`src/rtl/led_dimmer_ctrl.sv`:
```
// LED dimmer controller: classifies button presses as short (toggle) or long (ramp), drives PWM.
// Optional build macro LED_DIMMER_GAMMA_EN selects a quadratic duty curve instead of linear.
module led_dimmer_ctrl #(
    parameter int W          = 8,
    parameter int LONG_PRESS = 25_000_000,
    parameter int RAMP_DIV   = 100_000,
    parameter int MIN_LEVEL  = 8,
    parameter int INIT_LEVEL = 128
) (
    input  logic         clk,
    input  logic         rst,
    input  logic         rise,
    input  logic         fall,
    output logic         pwm,
    output logic         led_on,
    output logic [W-1:0] level,
    output logic         ramping
);

    // state   | meaning
    // IDLE    | waiting for a press
    // PRESSED | button held, timing the press
    // RAMP    | long press in progress, stepping brightness

    localparam int PCW = (LONG_PRESS > 1) ? $clog2(LONG_PRESS) : 1;
    localparam int RCW = (RAMP_DIV > 1) ? $clog2(RAMP_DIV) : 1;

    localparam logic [PCW-1:0] PRESS_LAST = PCW'(LONG_PRESS - 1);
    localparam logic [RCW-1:0] RAMP_LAST  = RCW'(RAMP_DIV - 1);
    localparam logic [W-1:0]   LEVEL_MAX  = '1;
    localparam logic [W-1:0]   LEVEL_MIN  = W'(MIN_LEVEL);
    localparam logic [W-1:0]   LEVEL_INIT = W'(INIT_LEVEL);

    typedef enum logic [1:0] {
        IDLE    = 2'd0,
        PRESSED = 2'd1,
        RAMP    = 2'd2
    } state_t;

    state_t         state, state_nxt;
    logic [PCW-1:0] press_cnt, press_cnt_nxt;
    logic [RCW-1:0] ramp_cnt, ramp_cnt_nxt;
    logic [W-1:0]   level_nxt;
    logic           led_on_nxt;
    logic           ramping_nxt;
    logic           dir_up, dir_up_nxt;
    logic           rise_ok, fall_ok;

    logic [W-1:0]   pwm_cnt;
    logic [W-1:0]   duty;

    // A simultaneous rise and fall is a glitch and neither edge counts.
    assign rise_ok = rise & ~fall;
    assign fall_ok = fall & ~rise;

    always_ff @(posedge clk) begin
        if (rst) begin
            state     <= IDLE;
            press_cnt <= '0;
            ramp_cnt  <= '0;
            level     <= LEVEL_INIT;
            led_on    <= 1'b0;
            ramping   <= 1'b0;
            dir_up    <= 1'b1;
        end else begin
            state     <= state_nxt;
            press_cnt <= press_cnt_nxt;
            ramp_cnt  <= ramp_cnt_nxt;
            level     <= level_nxt;
            led_on    <= led_on_nxt;
            ramping   <= ramping_nxt;
            dir_up    <= dir_up_nxt;
        end
    end

    always_comb begin
        state_nxt     = state;
        press_cnt_nxt = press_cnt;
        ramp_cnt_nxt  = ramp_cnt;
        level_nxt     = level;
        led_on_nxt    = led_on;
        ramping_nxt   = ramping;
        dir_up_nxt    = dir_up;

        case (state)
            IDLE: begin
                if (rise_ok) begin
                    state_nxt     = PRESSED;
                    press_cnt_nxt = '0;
                end
            end

            PRESSED: begin
                // Release on the very last count still counts as a short press.
                if (fall_ok) begin
                    led_on_nxt = ~led_on;
                    state_nxt  = IDLE;
                end else if (press_cnt == PRESS_LAST) begin
                    state_nxt    = RAMP;
                    led_on_nxt   = 1'b1;
                    ramp_cnt_nxt = '0;
                    ramping_nxt  = 1'b1;
                end else begin
                    press_cnt_nxt = press_cnt + 1'b1;
                end
            end

            RAMP: begin
                if (fall_ok) begin
                    state_nxt   = IDLE;
                    ramping_nxt = 1'b0;
                    dir_up_nxt  = ~dir_up;
                end else if (ramp_cnt == RAMP_LAST) begin
                    ramp_cnt_nxt = '0;
                    if (dir_up) begin
                        if (level != LEVEL_MAX) begin
                            level_nxt = level + 1'b1;
                        end
                    end else begin
                        if (level > LEVEL_MIN) begin
                            level_nxt = level - 1'b1;
                        end
                    end
                end else begin
                    ramp_cnt_nxt = ramp_cnt + 1'b1;
                end
            end

            default: begin
                state_nxt   = IDLE;
                ramping_nxt = 1'b0;
            end
        endcase
    end

`ifdef LED_DIMMER_GAMMA_EN
    // Quadratic curve: upper half of the 2W-bit square of the level.
    assign duty = W'(({{W{1'b0}}, level} * {{W{1'b0}}, level}) >> W);
`else
    assign duty = level;
`endif

    always_ff @(posedge clk) begin
        if (rst) begin
            pwm_cnt <= '0;
            pwm     <= 1'b0;
        end else begin
            pwm_cnt <= pwm_cnt + 1'b1;
            pwm     <= led_on && (pwm_cnt < duty);
        end
    end

endmodule

```
`config.mk`:
```
export PLATFORM = sky130hd
export DESIGN_NAME = led_dimmer_ctrl
export DESIGN_NICKNAME = d
export VERILOG_FILES = /design/src/rtl/led_dimmer_ctrl.sv
export SDC_FILE = /design/constraint.sdc
export NUM_CORES = 1
export LEC_CHECK = 0
export CAP_MARGIN = 30
export CELL_PAD_IN_SITES_DETAIL_PLACEMENT = 0
export CELL_PAD_IN_SITES_GLOBAL_PLACEMENT = 2
export CORE_ASPECT_RATIO = 0.6
export CORE_MARGIN = 8
export CORE_UTILIZATION = 37
export DETAILED_ROUTE_END_ITERATION = 10
export HOLD_SLACK_MARGIN = 0.15
export PLACE_DENSITY_LB_ADDON = 0.1
export SLEW_MARGIN = 20
export SYNTH_ARGS = -nofsm -noshare
export SYNTH_HDL_FRONTEND = slang
export SYNTH_SLANG_ARGS = --single-unit
export TNS_END_PERCENT = 30
```
`constraint.sdc`:
```
create_clock -name clk -period 2.53 [get_ports clk]
set_input_delay 0.3795 -clock clk [delete_from_list [all_inputs] [get_ports clk]]
set_output_delay 0.3795 -clock clk [all_outputs]
set_load 0.005 [all_outputs]
```
# Yosys cells after proc, flatten, opt, wreduce, memory -nomap -nowiden
# Index checks and enable logic that the tools add are counted.
[word_totals]
latch_bits = 0
memories = 0
rom_bits = 0
regBits = 64
word_cells = 72
ram_bits = 0
[classes]
n_reduce_logical = 13
n_lt_le_gt_ge = 2
div_mod_pow = 0
shifts = 0
n_mul = 0
n_mux = 22
addsub = 5
eq_ne = 13
bitwise_logic = 8
[op_table]
columns = ["op", "n"]
rows = [
  ["$mux 25", 3],
  ["$mux 17", 4],
  ["$pmux 25 s2", 1],
  ["$pmux 17 s2", 1],
  ["$add 25x1->25 const B", 1],
  ["$eq 25x25->1 const B", 1],
  ["$mux 8", 3],
  ["$add 17x1->17 const B", 1],
  ["$eq 17x17->1 const B", 1],
  ["$add 8x1->8 const B", 2],
  ["$ne 2x2->1 const B", 6],
  ["$reduce_and 4->1", 3],
  ["$gt 8x4->1 const B", 1],
  ["$lt 8x8->1", 1],
  ["$mux 2", 4],
  ["$ne 8x8->1 const B", 1],
  ["$reduce_bool 2->1", 4],
  ["$sub 8x1->8 const B", 1],
  ["$not 1->1", 6],
  ["$pmux 2 s3", 1],
  ["$reduce_and 5->1", 1],
  ["$mux 1", 4],
  ["$reduce_and 2->1", 2],
  ["$ne 3x3->1 const B", 1],
  ["8 further kinds", 9],
]

# Logic depth before layout (Yosys ltp)
[depth]
ltp_word = 4
mapped_depth = 8

# Worst setup path after synthesis
# OpenSTA, ideal clock, no wires.
[synth_timing]
kind = "flip-flop to flip-flop"
startpoint = "reg press_cnt[0]"
endpoint = "reg ramp_cnt[16]"
slack_ps = 400
path_stages_with_launch = 8
required_time_ps = 2460
path_buffers = 0
t_arrival_ps = 2060
period_less_slack_ps = 2130
cell_sequence = "dfxtp_1 > ha_1 > and4_4 > nand2_2 > nor4_4 > o2111ai_2 > or4_1 > a21oi_1"
[synth_between]
elab_chain_len = 3
[synth_lines]
columns = ["item", "line_no", "text"]
rows = [
  ["start, declared", "41", "logic [PCW-1:0] press_cnt, press_cnt_nxt;"],
  ["start signal, assigned", "67", "press_cnt <= press_cnt_nxt;"],
  ["$eq 25x25->1", "98", "end else if (press_cnt == PRESS_LAST) begin"],
  ["$ne 2x2->1 (no line)", "--", ""],
  ["$reduce_and 4->1 (no line)", "--", ""],
  ["end signal, assigned", "68", "ramp_cnt <= ramp_cnt_nxt;"],
  ["end, declared", "42", "logic [RCW-1:0] ramp_cnt, ramp_cnt_nxt;"],
]
# No other way between the ends.
# A chain may end at the register's enable or synchronous reset.

# Final worst setup path
[layout_timing]
startpoint = "reg press_cnt[1]"
endpoint = "reg ramp_cnt[12]"
# Same word-level chain as after synthesis.

==> results by group <==
Setup path
  • Worst setup EP type: register
  • Slowest CP cell: or4b_1
  • Cells along the critical path: ha_1, and4_4, nand2_2, nor4_4, buf_4, o2111ai_2, or4b_1, a21oi_1
  • CP required: 2.79 ns
  • CP bufs+invs: 1
  • Top delay family on crit path: simple AND/OR/NAND/NOR gates
  • R2R cell count: 8
  • CP Class: register to register
  • Reg-to-Reg Start: press_cnt[1]
  • RR Endpoint: ramp_cnt[12]
  • Max incr delay on CP: 0.51 ns
  • Worst reg2reg setup slack: 0.16 ns
  • CP max FO: 9
  • CP arrival: 2.63 ns
  • CP Launch Type: register

Synthesis
  • Synth area leaders: dfxtp_1 36%, nor2_1 6.4%, ha_1 5.6%
  • Avg Inst Size Synth: 8.257 um^2
  • Asr flop ratio synth: 0
  • #FFs+latches synth: 64
  • Share of Yosys cell area claimed by the top area cell type: 0.3575
  • Post-synthesis cell area: 0.003583 mm^2
  • Main synth FF type: dfxtp_1
  • Syn Inst Count: 434
  • Synth warn: 0
  • Syn_nets: 455
  • Number of library cell types mapped by synthesis: 53
  • Sequential area share after synthesis: 0.3575
  • Area leader, netlist: dfxtp_1
  • Post-synth EDFFs: 0

Timing
  • Max Clock Skew: 0.003853 ns
  • Max_slew headroom: 0.5808
  • Final worst path period need: 2.370 ns
  • Hold WS: 0.4525 ns
  • Setup TNS: 0 ns
  • Final setup fails: 0
  • Hold Violations, Final: 0
  • Worst-margin pin slew: 0.6259 ns
  • RSZ-0062 raised after global routing: no
  • F_max: 421.9 MHz
  • Fin crit share: 0.9368
  • Post-route setup slack: 0.1598 ns
  • Max-slew violation count: 0

Clock network
  • CTS Buffer Depth: 2
  • Worst-path clk slew: 0.05 ns
  • Clk_lat worst skew: 0.33 ns
  • CTS tree: built
  • Post_cts resized: 0
  • CTS Sinks: 64
  • H-tree depth: 3
  • CTS Buf Count: 9
  • Root Buffer: clkbuf_16
  • Total setup buffers inserted after CTS: 0
  • CTS hold repair buffers: 0

Layout
  • Most frequent cells in the layout: 64 x dfxtp_1, 61 x nor2_1, 27 x nand2_1, 27 x a21oi_1
  • # nets final: 493
  • Register area: 0.001281 mm^2
  • Layout fillers: 916
  • ANT cells: 0
  • Commonest non-fill, non-tap cell in the layout: dfxtp_1
  • Area of the multi-input gates: 0.002202 mm^2
  • Area Overhead vs Synth: 19.73%
  • Share of cells above drive strength 1: 0.09853

Floorplan
  • DIE HEIGHT: 92.23 um
  • DIE AREA: 0.01319 mm^2
  • Die outline width: 143.1 um
  • Starting Density: 0.3857
  • CORE AREA: 0.009290 mm^2
  • Ports: 15
  • Rows: 27

Pwr
  • Pwr dens: 525.3 mW/mm^2
  • Reg power frac: 0.455
  • Pleak: 1.539 nW
  • Cell Int Power: 1.745 mW
  • Clock power share: 0.500
  • Sw Pwr: 0.5086 mW
  • Tot Pwr: 2.254 mW
  • Max IR drop VDD: 0.3375 mV
  • Combinational power share: 0.045
  • Switching share of power: 0.2257

Global route
  • First-pass GRT wire length: 16810 um
  • GRT overflow: 0
  • Vias in the first global route: 3171
  • Initial antenna violation count: 0
  • Largest net degree at the start of global routing: 25
  • GRT Total Usage: 0.1607

Route
  • Remaining DRCs: 0
  • Avg WL per Cell: 16.05 um
  • Post-DRT Antenna Nets: 0
  • Via-to-Cell Ratio: 5.414
  • Routed wire length: 9744 um
  • Starting DRT DRC Count: 256
  • Drt first pass iters: 5
  • Via count: 3286

Min path
  • Worst hold endpoint: pwm_cnt[0]
  • Hold Path Depth: 1
  • Hold Crit Class: register to register
  • Min-delay src: pwm_cnt[0]

Run status
  • Outcome: completed

Placement
  • HPWL Detailed: 7284 um
  • IO buf count: 14
  • Pre-CTS setup slack: 0.04419 ns
  • Placer Congestion: 0.8671

Flow run
  • # Max-Cap Violations: 0
==> sequential cells by signal, indices dropped and copies added, names as in the netlist <==
register / cells
state: 2
press_cnt: 25
pwm_cnt: 8
ramp_cnt: 17
led_on: 1
level: 8
pwm: 1
dir_up: 1
ramping: 1
==> worst max-delay path by stage <==
stage                 startpoint           end  slack [ns]  cells past startpoint
floorplan           press_cnt[0]  ramp_cnt[16]        0.40                      7
global placement            rise  ramp_cnt[16]        0.09                      8
detailed placement          rise  ramp_cnt[14]        0.04                      8
CTS                 press_cnt[1]  ramp_cnt[12]        0.16                      8
global route        press_cnt[1]  ramp_cnt[12]        0.01                      8
finish              press_cnt[1]  ramp_cnt[12]        0.16                      8
==> Yosys cell counts, types with 6 or more instances <==
master     n
o21ai_0   21
nor3_1    14
xnor2_1   21
nor4b_1    6
clkbuf_1   9
xor2_1    16
nand2_1   27
nand3_1   24
nand4_1    9
nor4_1     9
and3_1     8
or3_1      9
dfxtp_1   64
nor2_1    61
o211ai_1   6
inv_1     15
ha_1      16
a21oi_1   27
==> per-stage QoR <==
step / cell area, um^2 / utilization / std cells
2_1_floorplan: 3583 / - / 434
6_report: 4290 / 0.4618 / 607
4_1_cts: 4290 / 0.4618 / 607
3_3_place_gp: 4023 / 0.4330 / 591
5_1_grt: 4290 / 0.4618 / 607
3_5_place_dp: 4023 / 0.4330 / 591
==> power by group through the flow <==
stage,clock network [mW],registers (mW),logic (mW)
6_report,1.13,1.03,0.102
5_1_grt,1.21,1.03,0.115
4_1_cts,1.16,1.02,0.103
3_5_place_dp,0,1.05,0.102
3_3_place_gp,0,1.05,0.101
2_1_floorplan,0,1.05,0.0609
==> cell families (layout without fill, tap and decap cells) <==
kind of cell,Yosys count,count (layout),synth area share
compound gates,84,84,0.1491
xor+xnor,37,37,0.09043
buf+inv,26,69,0.02793
fa+ha+maj,17,17,0.06145
simple gates,206,206,0.3136
flops,64,64,0.3575
==> worst register-to-register path, delay by kind of cell, from the launching register on <==
kind	cells	cell delay, ns
adder cells (fa/ha/maj)	1	0.25
AO/OA/AOI/OAI	2	0.31
flip-flops	1	0.39
buffers and inverters	1	0.20
AND/OR/NAND/NOR	4	1.17
==> layout make-up <==
type	instances	share of cell area
clock buffer	13	0.05833
sequential	64	0.2986
tap	130	0.03791
inverter	15	0.01312
clock inverter	3	0.004083
timing repair buffer	38	0.07466
multi-input combinational	344	0.5133
==> layer usage <==
layer / share of wire / global-route usage / up-vias
met5: 0 / 0 / -
met4: 0.010 / 0.04837 / 0
met3: 0.056 / 0.04966 / 10
met2: 0.37 / 0.2093 / 88
met1: 0.56 / 0.2402 / 1528
li1: - / - / 1660
No activity file was read; power rests on OpenSTA's default activity.
